### src/rtl/fetch_npc_gen_if.sv
// Bundle between the IF-stage fetch control and its neighbours: PC register,
// hazard/EX inputs, instruction memory and the IF/ID pipeline register.
interface fetch_npc_gen_if #(
    parameter int PC_W    = 16,
    parameter int INSTR_W = 16
);
    logic [PC_W-1:0]    pc;
    logic [PC_W-1:0]    npc;
    logic               stall;
    logic               branch_taken;
    logic [PC_W-1:0]    branch_target;
    logic               imem_req;
    logic [PC_W-1:0]    imem_addr;
    logic               imem_ready;
    logic [INSTR_W-1:0] imem_rdata;
    logic               if_id_valid;
    logic [PC_W-1:0]    if_id_pc;
    logic [PC_W-1:0]    if_id_npc;
    logic [INSTR_W-1:0] if_id_instr;

    // Handshake: imem_req high means the fetch unit wants the word at
    // imem_addr; a response is taken only in a cycle where imem_req and
    // imem_ready are both high, and imem_rdata is valid only in that cycle.
    modport master (
        input  pc, stall, branch_taken, branch_target, imem_ready, imem_rdata,
        output npc, imem_req, imem_addr,
        output if_id_valid, if_id_pc, if_id_npc, if_id_instr
    );

    modport slave (
        output pc, stall, branch_taken, branch_target, imem_ready, imem_rdata,
        input  npc, imem_req, imem_addr,
        input  if_id_valid, if_id_pc, if_id_npc, if_id_instr
    );
endinterface

### src/rtl/fetch_npc_gen.sv
// IF-stage fetch control: next-PC selection, imem request handshake, IF/ID
// register fill and a one-entry hold buffer for words that arrive under stall.
module fetch_npc_gen #(
    parameter int              PC_W     = 16,
    parameter int              INSTR_W  = 16,
    parameter int              PC_INC   = 1,
    parameter logic [PC_W-1:0] RESET_PC = '0
) (
    input  logic               clk,
    input  logic               reset,
    fetch_npc_gen_if.master    bus,
    output logic               dbg_state
);
    typedef enum logic {S_REQ = 1'b0, S_HOLD = 1'b1} state_t;

    state_t             state_q, state_d;
    logic               valid_q, valid_d;
    logic [PC_W-1:0]    pc_q, pc_d;
    logic [PC_W-1:0]    npcf_q, npcf_d;
    logic [INSTR_W-1:0] instr_q, instr_d;
    logic [PC_W-1:0]    hold_pc_q, hold_pc_d;
    logic [INSTR_W-1:0] hold_instr_q, hold_instr_d;
    logic [PC_W-1:0]    pc_inc;
    logic [PC_W-1:0]    hold_pc_inc;
    logic [PC_W-1:0]    npc_sel;

    // Wraps modulo 2^PC_W by construction of the result width.
    assign pc_inc      = bus.pc + PC_W'(PC_INC);
    assign hold_pc_inc = hold_pc_q + PC_W'(PC_INC);

    always_comb begin
        state_d      = state_q;
        valid_d      = valid_q;
        pc_d         = pc_q;
        npcf_d       = npcf_q;
        instr_d      = instr_q;
        hold_pc_d    = hold_pc_q;
        hold_instr_d = hold_instr_q;
        npc_sel      = bus.pc;

        case (state_q)
            S_REQ: begin
                if (bus.branch_taken) begin
                    npc_sel = bus.branch_target;
                    valid_d = 1'b0;
                end else if (bus.imem_ready && !bus.stall) begin
                    valid_d = 1'b1;
                    pc_d    = bus.pc;
                    npcf_d  = pc_inc;
                    instr_d = bus.imem_rdata;
                    npc_sel = pc_inc;
                end else if (bus.imem_ready) begin
                    hold_pc_d    = bus.pc;
                    hold_instr_d = bus.imem_rdata;
                    state_d      = S_HOLD;
                end else if (!bus.stall) begin
                    valid_d = 1'b0;
                end
            end
            S_HOLD: begin
                if (bus.branch_taken) begin
                    npc_sel      = bus.branch_target;
                    valid_d      = 1'b0;
                    hold_pc_d    = '0;
                    hold_instr_d = '0;
                    state_d      = S_REQ;
                end else if (!bus.stall) begin
                    valid_d = 1'b1;
                    pc_d    = hold_pc_q;
                    npcf_d  = hold_pc_inc;
                    instr_d = hold_instr_q;
                    npc_sel = pc_inc;
                    state_d = S_REQ;
                end
            end
            default: state_d = S_REQ;
        endcase
    end

    always_ff @(posedge clk) begin
        if (reset) begin
            state_q      <= S_REQ;
            valid_q      <= 1'b0;
            pc_q         <= '0;
            npcf_q       <= '0;
            instr_q      <= '0;
            hold_pc_q    <= '0;
            hold_instr_q <= '0;
        end else begin
            state_q      <= state_d;
            valid_q      <= valid_d;
            pc_q         <= pc_d;
            npcf_q       <= npcf_d;
            instr_q      <= instr_d;
            hold_pc_q    <= hold_pc_d;
            hold_instr_q <= hold_instr_d;
        end
    end

    assign bus.npc         = reset ? RESET_PC : npc_sel;
    assign bus.imem_req    = (state_q == S_REQ) && !reset;
    assign bus.imem_addr   = bus.pc;
    assign bus.if_id_valid = valid_q;
    assign bus.if_id_pc    = pc_q;
    assign bus.if_id_npc   = npcf_q;
    assign bus.if_id_instr = instr_q;
    assign dbg_state       = state_q;
endmodule

### src/flat_wrapper.sv
// flat-port wrapper written by rule: the top's interface ports become plain ports
module fetch_npc_gen_flat 
#(
    parameter int              PC_W     = 16,
    parameter int              INSTR_W  = 16,
    parameter int              PC_INC   = 1,
    parameter logic [PC_W-1:0] RESET_PC = '0
)
  (clk, reset, dbg_state, bus_pc, bus_stall, bus_branch_taken, bus_branch_target, bus_imem_ready, bus_imem_rdata, bus_npc, bus_imem_req, bus_imem_addr, bus_if_id_valid, bus_if_id_pc, bus_if_id_npc, bus_if_id_instr);
  fetch_npc_gen_if #(.PC_W(PC_W), .INSTR_W(INSTR_W)) bus_i ();
  input  logic clk;
  input  logic reset;
  output logic dbg_state;
  input wire logic [$bits(bus_i.pc)-1:0] bus_pc;
  input wire logic [$bits(bus_i.stall)-1:0] bus_stall;
  input wire logic [$bits(bus_i.branch_taken)-1:0] bus_branch_taken;
  input wire logic [$bits(bus_i.branch_target)-1:0] bus_branch_target;
  input wire logic [$bits(bus_i.imem_ready)-1:0] bus_imem_ready;
  input wire logic [$bits(bus_i.imem_rdata)-1:0] bus_imem_rdata;
  output wire logic [$bits(bus_i.npc)-1:0] bus_npc;
  output wire logic [$bits(bus_i.imem_req)-1:0] bus_imem_req;
  output wire logic [$bits(bus_i.imem_addr)-1:0] bus_imem_addr;
  output wire logic [$bits(bus_i.if_id_valid)-1:0] bus_if_id_valid;
  output wire logic [$bits(bus_i.if_id_pc)-1:0] bus_if_id_pc;
  output wire logic [$bits(bus_i.if_id_npc)-1:0] bus_if_id_npc;
  output wire logic [$bits(bus_i.if_id_instr)-1:0] bus_if_id_instr;
  assign bus_i.pc = bus_pc;
  assign bus_i.stall = bus_stall;
  assign bus_i.branch_taken = bus_branch_taken;
  assign bus_i.branch_target = bus_branch_target;
  assign bus_i.imem_ready = bus_imem_ready;
  assign bus_i.imem_rdata = bus_imem_rdata;
  assign bus_npc = bus_i.npc;
  assign bus_imem_req = bus_i.imem_req;
  assign bus_imem_addr = bus_i.imem_addr;
  assign bus_if_id_valid = bus_i.if_id_valid;
  assign bus_if_id_pc = bus_i.if_id_pc;
  assign bus_if_id_npc = bus_i.if_id_npc;
  assign bus_if_id_instr = bus_i.if_id_instr;
  fetch_npc_gen #(.PC_W(PC_W), .INSTR_W(INSTR_W), .PC_INC(PC_INC), .RESET_PC(RESET_PC)) u_core (.clk(clk), .reset(reset), .bus(bus_i), .dbg_state(dbg_state));
endmodule
### config.mk
export PLATFORM = sky130hd
export DESIGN_NAME = fetch_npc_gen_flat
export DESIGN_NICKNAME = d
export VERILOG_FILES = /design/src/rtl/fetch_npc_gen_if.sv /design/src/rtl/fetch_npc_gen.sv /design/src/flat_wrapper.sv
export SDC_FILE = /design/constraint.sdc
export NUM_CORES = 1
export LEC_CHECK = 0
export CAP_MARGIN = 20
export CORE_ASPECT_RATIO = 0.7
export CORE_MARGIN = 2
export CORE_UTILIZATION = 44
export CTS_BUF_LIST = sky130_fd_sc_hd__clkbuf_4
export DETAILED_ROUTE_END_ITERATION = 10
export GPL_TIMING_DRIVEN = 0
export PLACE_DENSITY = 0.79
export SLEW_MARGIN = 10
export SYNTH_ARGS = -nofsm -noshare
export SYNTH_HDL_FRONTEND = slang
export SYNTH_SLANG_ARGS = --single-unit
### constraint.sdc
create_clock -name clk -period 2.8 [get_ports clk]
set_clock_uncertainty 0.1 [all_clocks]
set_input_delay 0.7 -clock clk [delete_from_list [all_inputs] [get_ports clk]]
set_output_delay 0.7 -clock clk [all_outputs]
set_load 0.1 [all_outputs]
# After elaboration in Yosys (flattened, before gate mapping)
# Cells that the tools add are included.
# word_totals
ff_bits,82
inputBits,53
output_inout_bits,83
word_cells,70
# op_classes
add_sub_neg,2
eq_ne,10
n_mux,43
bitwise,1
n_reduce_logical,7
# ops
op,n
$mux W16,24
$pmux W16 S2,6
$add A16 B1 Y16 const B,2
$ne A2 B2 Y1 const B,6
$mux W1,11
$ne A4 B3 Y1 const B,2
$reduce_and A4 Y1,2
$pmux W1 S2,2
$ne A3 B3 Y1 const B,1
$reduce_and A3 Y1,1
$logic_and A1 B1 Y1,2
$logic_not A1 Y1,2
$ne A2 B1 Y1 const B,1
$not A1 Y1,1

# Depth between registers and ports, before layout
# Gate-level depths: netlist of the first run.
# logic_depth
depth_word,6
depth_mapped,7
mapped_depth_nobuf,6

# Least setup slack after synthesis of the first run
# Ideal clock, no wire load.
# synth_timing
path_kind,in2out
from,input bus_pc[0]
to,output bus_npc[12]
arrival_time_ns,4.327
required_time_ns,2.000
setup_slack_ns,-2.327
stages,5
n_path_buf,0
path_cell_list,ha_1 nand4_4 or4_4 or3_1 a311oi_1
# synth_between
elab_chain_cells,5
elab_cells_between_ends,7
classes_between,add/sub (1); mux (6)
# synth_lines
item,line,text
start: declaration,flat_wrapper.sv:14,input wire logic [$bits(bus_i.pc)-1:0] bus_pc;
$add A16 B1 Y16 (*),fetch_npc_gen.sv:28,assign pc_inc = bus.pc + PC_W'(PC_INC);
$mux W16 (on tied branches),"fetch_npc_gen.sv:67, fetch_npc_gen.sv:46",
$mux W16 (on tied branches),"fetch_npc_gen.sv:61, fetch_npc_gen.sv:43",
$pmux W16 S2 (*),fetch_npc_gen.sv:41,case (state_q)
$mux W16 (*),fetch_npc_gen.sv:100,assign bus.npc = reset ? RESET_PC : npc_sel;
end: declaration,flat_wrapper.sv:20,output wire logic [$bits(bus_i.npc)-1:0] bus_npc;
# Mark *: on every way between the ends. The rest lies on a longest branch, timed or not.

# Worst setup path in the final report of the first run
# layout_timing
from,input bus_pc[7]
to,output bus_npc[12]
# The elaborated chain is that of the path after synthesis.

==> out/qor.yml, run 1 <==
yosys:
  ys.flop_type: "dfxtp_1"
  ys_warn_count: 0
  syn_area_per_cell_sq_um: 8.298
  synthCells: 530
  netlist-cell-type-count: 42
  synth_seq_area_share_pct: 37.33
  ys_async_sr_fraction_pct: 0
  syn-num-nets: 585
  synth-edff-count: 0
  syn_area_sq_um: 4398
  synth.ff_latch_count: 82
setup_path:
  criticalPathCategory: "in -> out"
  max_stage_delay_ns: 0.55
  critical_path.cell_chain: "clkbuf_8, nand2_4, or4_4, or3_4, a311oi_4, buf_12"
  cp_slowest_cell: "or4_4"
  worstPathArrival_ns: 2.33
  crit_path_max_fanout: 7
  start_kind: "input pin"
  required_ns: 2.00
  end_kind: "output port"
power:
  powerDensity_nw_per_um2: 444.3
  p_leak_nw: 3.070
  vdd_drop_max_mv: 0.3156
sta:
  slew_violations: 0
  hold_viol: 0
  grt_setup_unrepaired: "true"
  fin_crit_sh_pct: 111.8
  period_minus_slack_ns: 3.131
  worst_pin_slew_ns: 1.000
  max_slew_margin_pct: 33.22
  fmax_mhz: 319.4
  setup_violations: 14
  worst_slack_ns: -0.3307
cts:
  cts_tree: "built"
  clk-insertion-delay-late_ns: 0.45
  cts_hold_buf: 0
  clkTransAtPathRegs_ns: 0.16
  cts.sinks: 82
  clock_path_buffers: 2
  clockRootBuffer: "clkbuf_4"
  cts_buffers: 9
  h-tree-depth: 3
placement:
  place_hpwl_um: 11150
  dp_cells: 783
  gp_congestion: 0.9013
  dp_slack_ns: -2.176
  port_buffers: 125
drt:
  vias: 4711
  drt-vias-per-instance: 5.731
  drt_wl_total_um: 15850
  drt_pass1_iterations: 5
  first_iter_violations: 309
  wire_per_inst_um: 19.28
  ant_nets: 0
  drcViolationCount: 0
global_route:
  grt.total_usage_pct: 28.97
  grt_overflow_total: 0
  grt_pass1_wl_um: 24190
  grt_max_degree: 20
  antenna_found_initial: 0
  grt_pass1_vias: 4573
final_layout:
  finalNonFillerCells: 822
  final_cell_mix: "dfxtp_1 (81), nor2_1 (80), clkdlybuf4s50_1 (51)"
  layout_commonest_cell: "dfxtp_1"
  final_nets: 744
  area_growth_pct: 59.74
  drive_gt1_share_pct: 22.77
  diodes: 0
job:
  drv_cap: 0
floorplan:
  die_h_um: 87.65
  rows: 30
  start_util_pct: 45.24
  core_area_sq_um: 9722
  num_io_pins: 136
  die_x_um: 123.5
  die_area_sq_um: 10820
outcome:
  violations: "setup timing"
  status: "complete, but fails checks"
hold_path:
  hold_class: "reg -> reg"
## state kept, by name, indices dropped and copies added, names as in the netlist
| name | count |
|---|---|
| u_core.bus.if_id_valid | 1 |
| u_core.bus.if_id_instr | 16 |
| u_core.bus.if_id_pc | 16 |
| u_core.bus.if_id_npc | 16 |
| u_core.hold_pc_q | 16 |
| u_core.dbg_state | 1 |
| u_core.hold_instr_q | 16 |
## path summary, 6_finish.rpt
check                     startpoint                         to  slack [ns]  cells after the start
max                        bus_pc[7]                bus_npc[12]       -0.33                      6
min          u_core.bus.if_id_npc[2]    u_core.bus.if_id_npc[2]        0.38                      2
max reg2reg         u_core.dbg_state  u_core.bus.if_id_instr[8]        0.31                      6
min reg2reg  u_core.bus.if_id_npc[2]    u_core.bus.if_id_npc[2]        0.38                      2
## critical path, delay by kind of cell
kind                   cells  cell delay (ns)
AND/OR/NAND/NOR            3             1.01
AO/OA/AOI/OAI              1             0.25
buffers and inverters      2             0.37
## cell type report
class	instances	area [sq um]
Buffer	63	488.0
Fill cell	719	2696
Inverter	3	13.76
Clock buffer	9	67.56
Sequential cell	82	1645
Multi-Input combinational cell	381	2890
Tap cell	128	160.2
Clock inverter	7	73.82
Timing Repair Buffer	149	1687
## synthesized netlist by cell type (all sizes together), types with 2 or more instances
library cell / count / area [sq um]
nor4: 8 / 50.05
inv: 3 / 11.26
mux2: 2 / 22.52
nor2: 88 / 330.3
nor2b: 2 / 12.51
ha: 2 / 25.02
a311oi: 2 / 17.52
nand2b: 2 / 12.51
a21oi: 18 / 90.09
nand4: 10 / 77.57
nor4b: 2 / 17.52
nand2: 35 / 131.4
and3: 2 / 12.51
a22oi: 33 / 247.7
nand3: 10 / 50.05
clkbuf: 33 / 123.9
nand3b: 6 / 45.04
nor3: 18 / 90.09
xor2: 22 / 192.7
or3: 2 / 12.51
dfxtp: 82 / 1642
xnor2: 14 / 122.6
and4: 2 / 17.52
a211oi: 39 / 292.8
mux2i: 38 / 380.4
or4: 2 / 18.77
o21ai: 10 / 50.04
o211ai: 4 / 30.03
buf: 31 / 198.9
## per-stage QoR
step	utilization [%]	total power [mW]	TNS [ns]	area, sq um	hold WS [ns]
floorplan	-	2.049	-4.242	4805	0.3652
global route	72.27	3.224	-2.812	7025	0.3983
detailed placement	63.94	2.333	-51.22	6216	0.3521
finish	72.27	3.121	-1.880	7025	0.3761
global placement	63.94	2.321	-50.69	6216	0.3483
CTS	70.08	3.098	-1.444	6813	0.3695
## power breakdown
group / switching [mW] / internal [mW]
sequential: 0.0356 / 1.22
clock: 0.502 / 0.209
combinational: 0.788 / 0.369
total: 1.33 / 1.80
## layer usage
metal / routed length [um] / vias to the layer above / track usage [%]
li1: - / 2199 / -
met1: 7189 / 2283 / 40.37
met2: 7284 / 218 / 46.85
met3: 1275 / 11 / 5.729
met4: 99 / 0 / 5.992
met5: 0 / - / 0
## logic make-up after synthesis
family                     count (synthesis)  share of synthesized area, %
AOI/OAI and AO/OA                        112                         17.84
adders and majority gates                  2                        0.5689
buffers and inverters                     67                         7.596
and+or+nand+nor                          191                         20.34
DFF                                       82                         37.33
muxes                                     40                         9.161
xor gates and xnor gates                  36                         7.169
## timing repair
| action | 4_1_cts | 5_1_grt |
|---|---|---|
| gates cloned | 1 | 0 |
| setup buffers | 13 | 10 |
| setup endpoints to repair | 42 | 49 |
| pin swaps | 22 | 18 |
| gates resized for setup | 263 | 49 |
Power figures use the tool's default switching activity.
==> run 2: changes to the inputs <==
Settings changed: GPL_ROUTABILITY_DRIVEN from default to 0.
==> run 2 against run 1 <==
  * The run still ends with setup timing left
  * Sequential power about the same
  * First-iteration DRC count up 5.2%
  * Maximum frequency down 0.98%
  * Critical path type unchanged
==> out/qor.yml, run 2 (same netlist as run 1, synthesis figures left out) <==
placement:
  dp_cells: 783  # unchanged
  port_buffers: 125  # unchanged
  dp_slack_ns: -2.148  # +0.02857 ns
  place_hpwl_um: 10900  # -2.3%
cts:
  cts_hold_buf: 0  # unchanged
  clockRootBuffer: "clkbuf_4"
  clkTransAtPathRegs_ns: 0.13  # -0.03 ns
  cts_buffers: 9  # unchanged
  clock_path_buffers: 2  # unchanged
  h-tree-depth: 3  # unchanged
  cts_tree: "built"
  clk-insertion-delay-late_ns: 0.45  # about the same
  cts.sinks: 82  # unchanged
power:
  p_leak_nw: 3.056  # -0.45%
  powerDensity_nw_per_um2: 440.5  # -0.86%
  vdd_drop_max_mv: 0.3063  # -2.9%
  totalPowerFinal_mw: 3.183  # +2.0%
final_layout:
  final_cell_mix: "dfxtp_1 (81), nor2_1 (80), clkdlybuf4s50_1 (62)"
  drive_gt1_share_pct: 26.43  # +3.7 points
  area_growth_pct: 64.30
  fill_cells: 668  # -7.1%
  final_nets: 765  # +2.8%
  diodes: 0  # unchanged
  finalNonFillerCells: 843  # +2.6%
  layout_commonest_cell: "dfxtp_1"
  finish.utilization_pct: 74.32  # +2.1 points
global_route:
  grt_max_degree: 17  # -15%
  grt_pass1_vias: 4550  # -0.50%
  grt.total_usage_pct: 28.65  # -0.32 points
  antenna_found_initial: 0  # unchanged
  grt_overflow_total: 0  # unchanged
  grt_pass1_wl_um: 23850  # -1.4%
setup_path:
  max_stage_delay_ns: 0.50  # -0.05 ns
  start_kind: "input pin"
  criticalPathCategory: "in -> out"
  end_kind: "output port"
  worstPathArrival_ns: 2.36  # +0.03 ns
  required_ns: 2.00  # about the same
  crit_path_max_fanout: 2  # -5
  cp_slowest_cell: "or4_4"
  cpMostUsedCell: "buf_12"
  critical_path.cell_chain: "buf_12, ha_4, nand4_4, or4_4, or3_4, a311oi_4, buf_12"
floorplan:
  num_io_pins: 136  # unchanged
  rows: 30  # unchanged
  die_h_um: 87.65  # unchanged
  start_util_pct: 45.24  # unchanged
  die_x_um: 123.5  # unchanged
  die_area_sq_um: 10820  # unchanged
  core_area_sq_um: 9722  # unchanged
sta:
  fmax_mhz: 316.3  # -0.98%
  max_slew_margin_pct: 26.42  # -6.8 points
  hold_slack_ns: 0.3733  # -0.002774 ns
  worst_pin_slew_ns: 1.095  # +0.09519 ns
  setup_violations: 14  # unchanged
  slew_violations: 0  # unchanged
  hold_viol: 0  # unchanged
  worst_slack_ns: -0.3616  # -0.03089 ns
  period_minus_slack_ns: 3.162  # +0.03089 ns
  grt_setup_unrepaired: "true"
  fin_crit_sh_pct: 112.9  # +1.1 points
drt:
  drt_pass1_iterations: 5  # unchanged
  drt-vias-per-instance: 5.739  # +0.14%
  ant_nets: 0  # unchanged
  drcViolationCount: 0  # unchanged
  wire_per_inst_um: 18.94  # -1.8%
  first_iter_violations: 325  # +5.2%
  drt_wl_total_um: 15970  # +0.75%
  vias: 4838  # +2.7%
outcome:
  violations: "setup timing"
  status: "complete, but fails checks"
job:
  drv_cap: 0  # unchanged
hold_path:
  hold_class: "reg -> reg"
==> run 2: cell count changes in the layout (fill, tap and decap cells not counted), moves of 3 or more <==
cell             change
buf_4               +17
clkdlybuf4s50_1     +11
dlymetal6s2s_1       -7
buf_6                +4
dlygate4sd2_1        -4
nand2_1              -4
buf_8                +3
inv_6                +3
nand2_2              +3
==> run 2: stage by stage <==
step	cell area [sq um]	TNS [ns]
final	7226	-2.378
after global routing	7226	-3.227
after CTS	6967	-2.037
after detailed placement	6216	-56.72
after global placement	6216	-48.32
after floorplan	4805	-4.242
==> run 2: final timing paths <==
check | start | endpoint | slack (ns) | depth (start not counted)
min | u_core.bus.if_id_npc[3] | u_core.bus.if_id_npc[3] | 0.37 | 2
max | bus_pc[1] | bus_npc[12] | -0.36 | 7
min reg2reg | u_core.bus.if_id_npc[3] | u_core.bus.if_id_npc[3] | 0.37 | 2
max reg2reg | u_core.dbg_state | u_core.bus.if_id_instr[10] | 0.13 | 7
==> run 2: what timing repair did <==
action                     4_1_cts  5_1_grt
pin swaps                       34       34
gates cloned                     1        0
setup endpoints to repair       50       42
hold endpoints to repair         0        0
gates resized for setup        267       57
setup buffers                   30       18
==> run 2: area by class of cell <==
class	instances	area, sq um	share of cell area [%]
Clock inverter	7	78.83	1.091
Multi-Input combinational cell	381	2937	40.64
Sequential cell	82	1645	22.77
Clock buffer	9	67.56	0.9351
Buffer	62	449.2	6.216
Tap cell	128	160.2	2.216
Timing Repair Buffer	171	1877	25.97
Inverter	3	11.26	0.1558
==> run 2: per-layer routing <==
layer  track usage (%)  part of all wire (%)  up-vias  wire length (um)
li1                  -                     -     2237                 -
met1             40.26                    43     2305              6911
met2             44.46                    46      268              7319
met3             6.771                   9.3       28              1483
met4             7.335                   1.6        0               252
met5                 0                     0        -                 0
==> run 2: power breakdown <==
| group | switching, mW | total [mW] | internal, mW |
|---|---|---|---|
| logic | 0.796 | 1.18 | 0.385 |
| registers | 0.0362 | 1.25 | 1.22 |
| clock network | 0.461 | 0.749 | 0.287 |
==> run 2: critical path: cells and delay by family <==
kind                     cells  cell delay, ns
AND/OR/NAND/NOR              3            0.97
AO/OA/AOI/OAI                1            0.25
adder cells (fa/ha/maj)      1            0.14
buffers and inverters        2            0.29
==> edit 1: new RTL, flow settings as in run 1 <==
Put one more register stage on the output `dbg_state`, without a reset. The value now appears one clock later. The other outputs are not delayed to match.
--- a/src/rtl/fetch_npc_gen.sv
+++ b/src/rtl/fetch_npc_gen.sv
@@ -104,6 +104,8 @@
     assign bus.if_id_pc    = pc_q;
     assign bus.if_id_npc   = npcf_q;
     assign bus.if_id_instr = instr_q;
-    assign dbg_state       = state_q;
+    always_ff @(posedge clk) begin
+        dbg_state <= state_q;
+    end
 endmodule
 
Formal check against the unedited RTL: not equivalent (a bounded check fails within 4 cycles, from zero or initial values and one cycle with reset high).
==> edit 1 against run 1 <==
The flow still finishes with violations (setup timing); routed wire length down 7.5%; setup slack better by 0.095 ns; total power down 1.5%; first-iteration DRC count up 13%; area after synthesis up 1.5%; global-route usage down 2.5 points; sequential cell count up 1; hold slack worse by 0.093 ns; count of clock-buffer cells in the layout up 2; fmax up 3.1%; cell area down 2.2%.
==> edit 1: results (changes against run 1) <==
| Metric | Value |
|---|---|
| Status | `complete, but fails checks` |
| Violated checks | `setup timing` |
| Setup violators final | `12 (-2)` |
| RR Endpoint | `u_core.bus.if_id_instr[6]$_SDFFE_PP0P_` |
| TNS Setup | `-1.34 ns (+0.536 ns)` |
| Post_cts resized | `229 (-13%)` |
| VDD IR max | `0.339 mV (+7.4%)` |
| Final setup margin | `-0.236 ns (+0.0948 ns)` |
| Placed Instance Area | `6160 um^2 (-0.93%)` |
| Via density | `5.62 (-2.0%)` |
| Worst setup startpoint | `bus_stall` |
| ClkCell Share | `1.82% (-0.19 points)` |
| Clock buf count | `11 (+2)` |
| Share of cells above drive strength 1 | `22.8% (+0.028 points)` |
| Seq/total area | `24.2% (+0.77 points)` |
| R2r setup slk | `0.63 ns (+0.32 ns)` |
| CP top delay family | `compound AO/OA/AOI/OAI gates` |
| DR iter-0 viols | `348 (+13%)` |
| Vias in the first global route | `4,431 (-3.1%)` |
| Multi-input comb cells | `371 (-2.6%)` |
| DR vias | `4,539 (-3.7%)` |
| GRT Total Usage | `26.5% (-2.5 points)` |
| Global-route wire length before repair | `23.0 mm (-4.8%)` |
| GP Congestion | `0.844 (-6.3%)` |
| WL met3 | `1.36 mm (+6.8%)` |
| CP Capture Point | `bus_npc[11]` |
| Hold WS | `0.283 ns (-0.0935 ns)` |
| Final core occ | `70.2% (-2.1 points)` |
| Synth cell types | `38 (-9.5%)` |
| Hold path depth | `0 (-2)` |
| Sw frac | `39.3% (-3.2 points)` |
| Clock sinks | `83 (+1.2%)` |
| WL met2 | `6.74 mm (-7.5%)` |
## edit 1: metal layers
metal | track usage [%] | vias up
li1 | - | 2137
met1 | 36.2 | 2152
met2 | 42.7 | 228
met3 | 6.77 | 22
met4 | 6.44 | 0
met5 | 0 | -
## edit 1: cells by family (layout without fill, tap and decap cells)
kind of cell | after synthesis | after routing | share of synthesized area (%)
flops | 83 | 83 | 37.2
xor+xnor | 41 | 41 | 8.05
compound gates | 107 | 107 | 17.2
fa+ha+maj | 2 | 2 | 0.561
simple gates | 181 | 181 | 19.2
mux | 40 | 40 | 8.97
buf+inv | 71 | 226 | 8.75
## edit 1: power groups by stage
stage,clock [W],sequential (W),combinational (W)
after floorplan,0,0.00154,0.000524
after global placement,0,0.00129,0.00102
after detailed placement,0,0.00129,0.00103
after CTS,0.000689,0.00127,0.00110
after global routing,0.000735,0.00128,0.00117
final,0.000684,0.00127,0.00112
==> edit 2: new RTL, settings of run 1 <==
Made on the original files. `PC_W` is set to 16 in 3 places; all go to 32.
--- a/src/rtl/fetch_npc_gen_if.sv
+++ b/src/rtl/fetch_npc_gen_if.sv
@@ -1,7 +1,7 @@
 // Bundle between the IF-stage fetch control and its neighbours: PC register,
 // hazard/EX inputs, instruction memory and the IF/ID pipeline register.
 interface fetch_npc_gen_if #(
-    parameter int PC_W    = 16,
+    parameter int PC_W    = 32,
     parameter int INSTR_W = 16
 );
     logic [PC_W-1:0]    pc;
--- a/src/rtl/fetch_npc_gen.sv
+++ b/src/rtl/fetch_npc_gen.sv
@@ -1,7 +1,7 @@
 // IF-stage fetch control: next-PC selection, imem request handshake, IF/ID
 // register fill and a one-entry hold buffer for words that arrive under stall.
 module fetch_npc_gen #(
-    parameter int              PC_W     = 16,
+    parameter int              PC_W     = 32,
     parameter int              INSTR_W  = 16,
     parameter int              PC_INC   = 1,
     parameter logic [PC_W-1:0] RESET_PC = '0
--- a/src/flat_wrapper.sv
+++ b/src/flat_wrapper.sv
@@ -1,7 +1,7 @@
 // flat-port wrapper written by rule: the top's interface ports become plain ports
 module fetch_npc_gen_flat 
 #(
-    parameter int              PC_W     = 16,
+    parameter int              PC_W     = 32,
     parameter int              INSTR_W  = 16,
     parameter int              PC_INC   = 1,
     parameter logic [PC_W-1:0] RESET_PC = '0
Ports: changed (6 resized); port bits go from 136 to 232. The function was not compared with the original's and may differ.
==> edit 2 against run 1 <==
The run still ends with setup timing left; area after synthesis grew 81%; first-iteration DRC count grew to 4.8 times the old value; final cell count grew 89%; cell area grew 89%; setup slack lost 0.41 ns; die area grew 78%; total power grew 77%; sequential cell count grew 48; sequential share of layout area shrank 3.8 points; routed wire length grew 130%; largest cell class unchanged; largest power group is now combinational cells.
==> edit 2: results (changes against run 1) <==
| Metric | Value |
|---|---|
| Via density | `6.33 (+10%)` |
| Worst Hold Path EP | `u_core.hold_pc_q[19]$_SDFFE_PP0P_` |
| Pin count of the biggest net entering global routing | `17 (-15%)` |
| DR iter-0 viols | `1,489 (+380%)` |
| Met2 Use GR | `53.2% (+6.4 points)` |
| Slew headroom | `29.7% (-3.5 points)` |
| HP Class | `in -> reg` |
| Synth top area cells | `dfxtp_1 (33%), mux2i_1 (7.5%), nor2_1 (6.1%)` |
| WL met3 | `4.69 mm (+270%)` |
| Gate Count Post-Synth | `992 (+87%)` |
| CTS Buf Count | `17 (+8)` |
| Area Growth Syn to Fin | `66.7%` |
| Drt wl/cell | `23.5 um (+22%)` |
| GRT Total Usage | `35.1% (+6.1 points)` |
| VDD IR max | `0.315 mV (about the same)` |
| Post_cts resized | `657 (+150%)` |
| Filler cell count | `1,222 (+70%)` |
| Comb power frac | `39.0% (+1.9 points)` |
| Worst setup startpoint | `bus_pc[1]` |
| Met3 usage | `8.98% (+3.3 points)` |
| Hold path depth | `3 (+1)` |
| Setup violators final | `33 (+19)` |
| Hold Startpoint | `bus_pc[19]` |
| Final setup margin | `-0.741 ns (-0.410 ns)` |
| Met1 wire length | `14.7 mm (+100%)` |
| Status | `complete, but fails checks` |
| Synth cell types | `60 (+43%)` |
| Violated checks | `setup timing` |
-- edit 2: cell types whose count changed after synthesis, sizes merged, moves of 28 or more --
cell / run 1 / this run
dfxtp: 82 / 130
buf: 31 / 65
nor2: 88 / 130
xnor2: 14 / 42
nand2: 35 / 64
clkbuf: 33 / 68
-- edit 2: cell type report --
cell class / instances / share of cell area (%)
multi-input cells: 715 / 43.6
clock inverters: 13 / 1.20
flip-flops and latches: 130 / 19.6
clock buffers: 18 / 1.02
inverters: 15 / 0.462
plain buffers: 126 / 7.96
repair buffers: 300 / 23.9
well taps: 236 / 2.22
diodes: 1 / 0.0188
-- edit 2: kinds of logic after synthesis --
logic type               count (synthesis)  share of synthesized area (%)
multiplexers                            61                           7.68
XOR/XNOR                                69                           7.59
flip-flops                             130                           32.7
buffers and inverters                  148                           9.17
AND/OR/NAND/NOR                        353                           22.3
AO/OA/AOI/OAI                          229                           20.3
adder cells (fa/ha/maj)                  2                          0.314
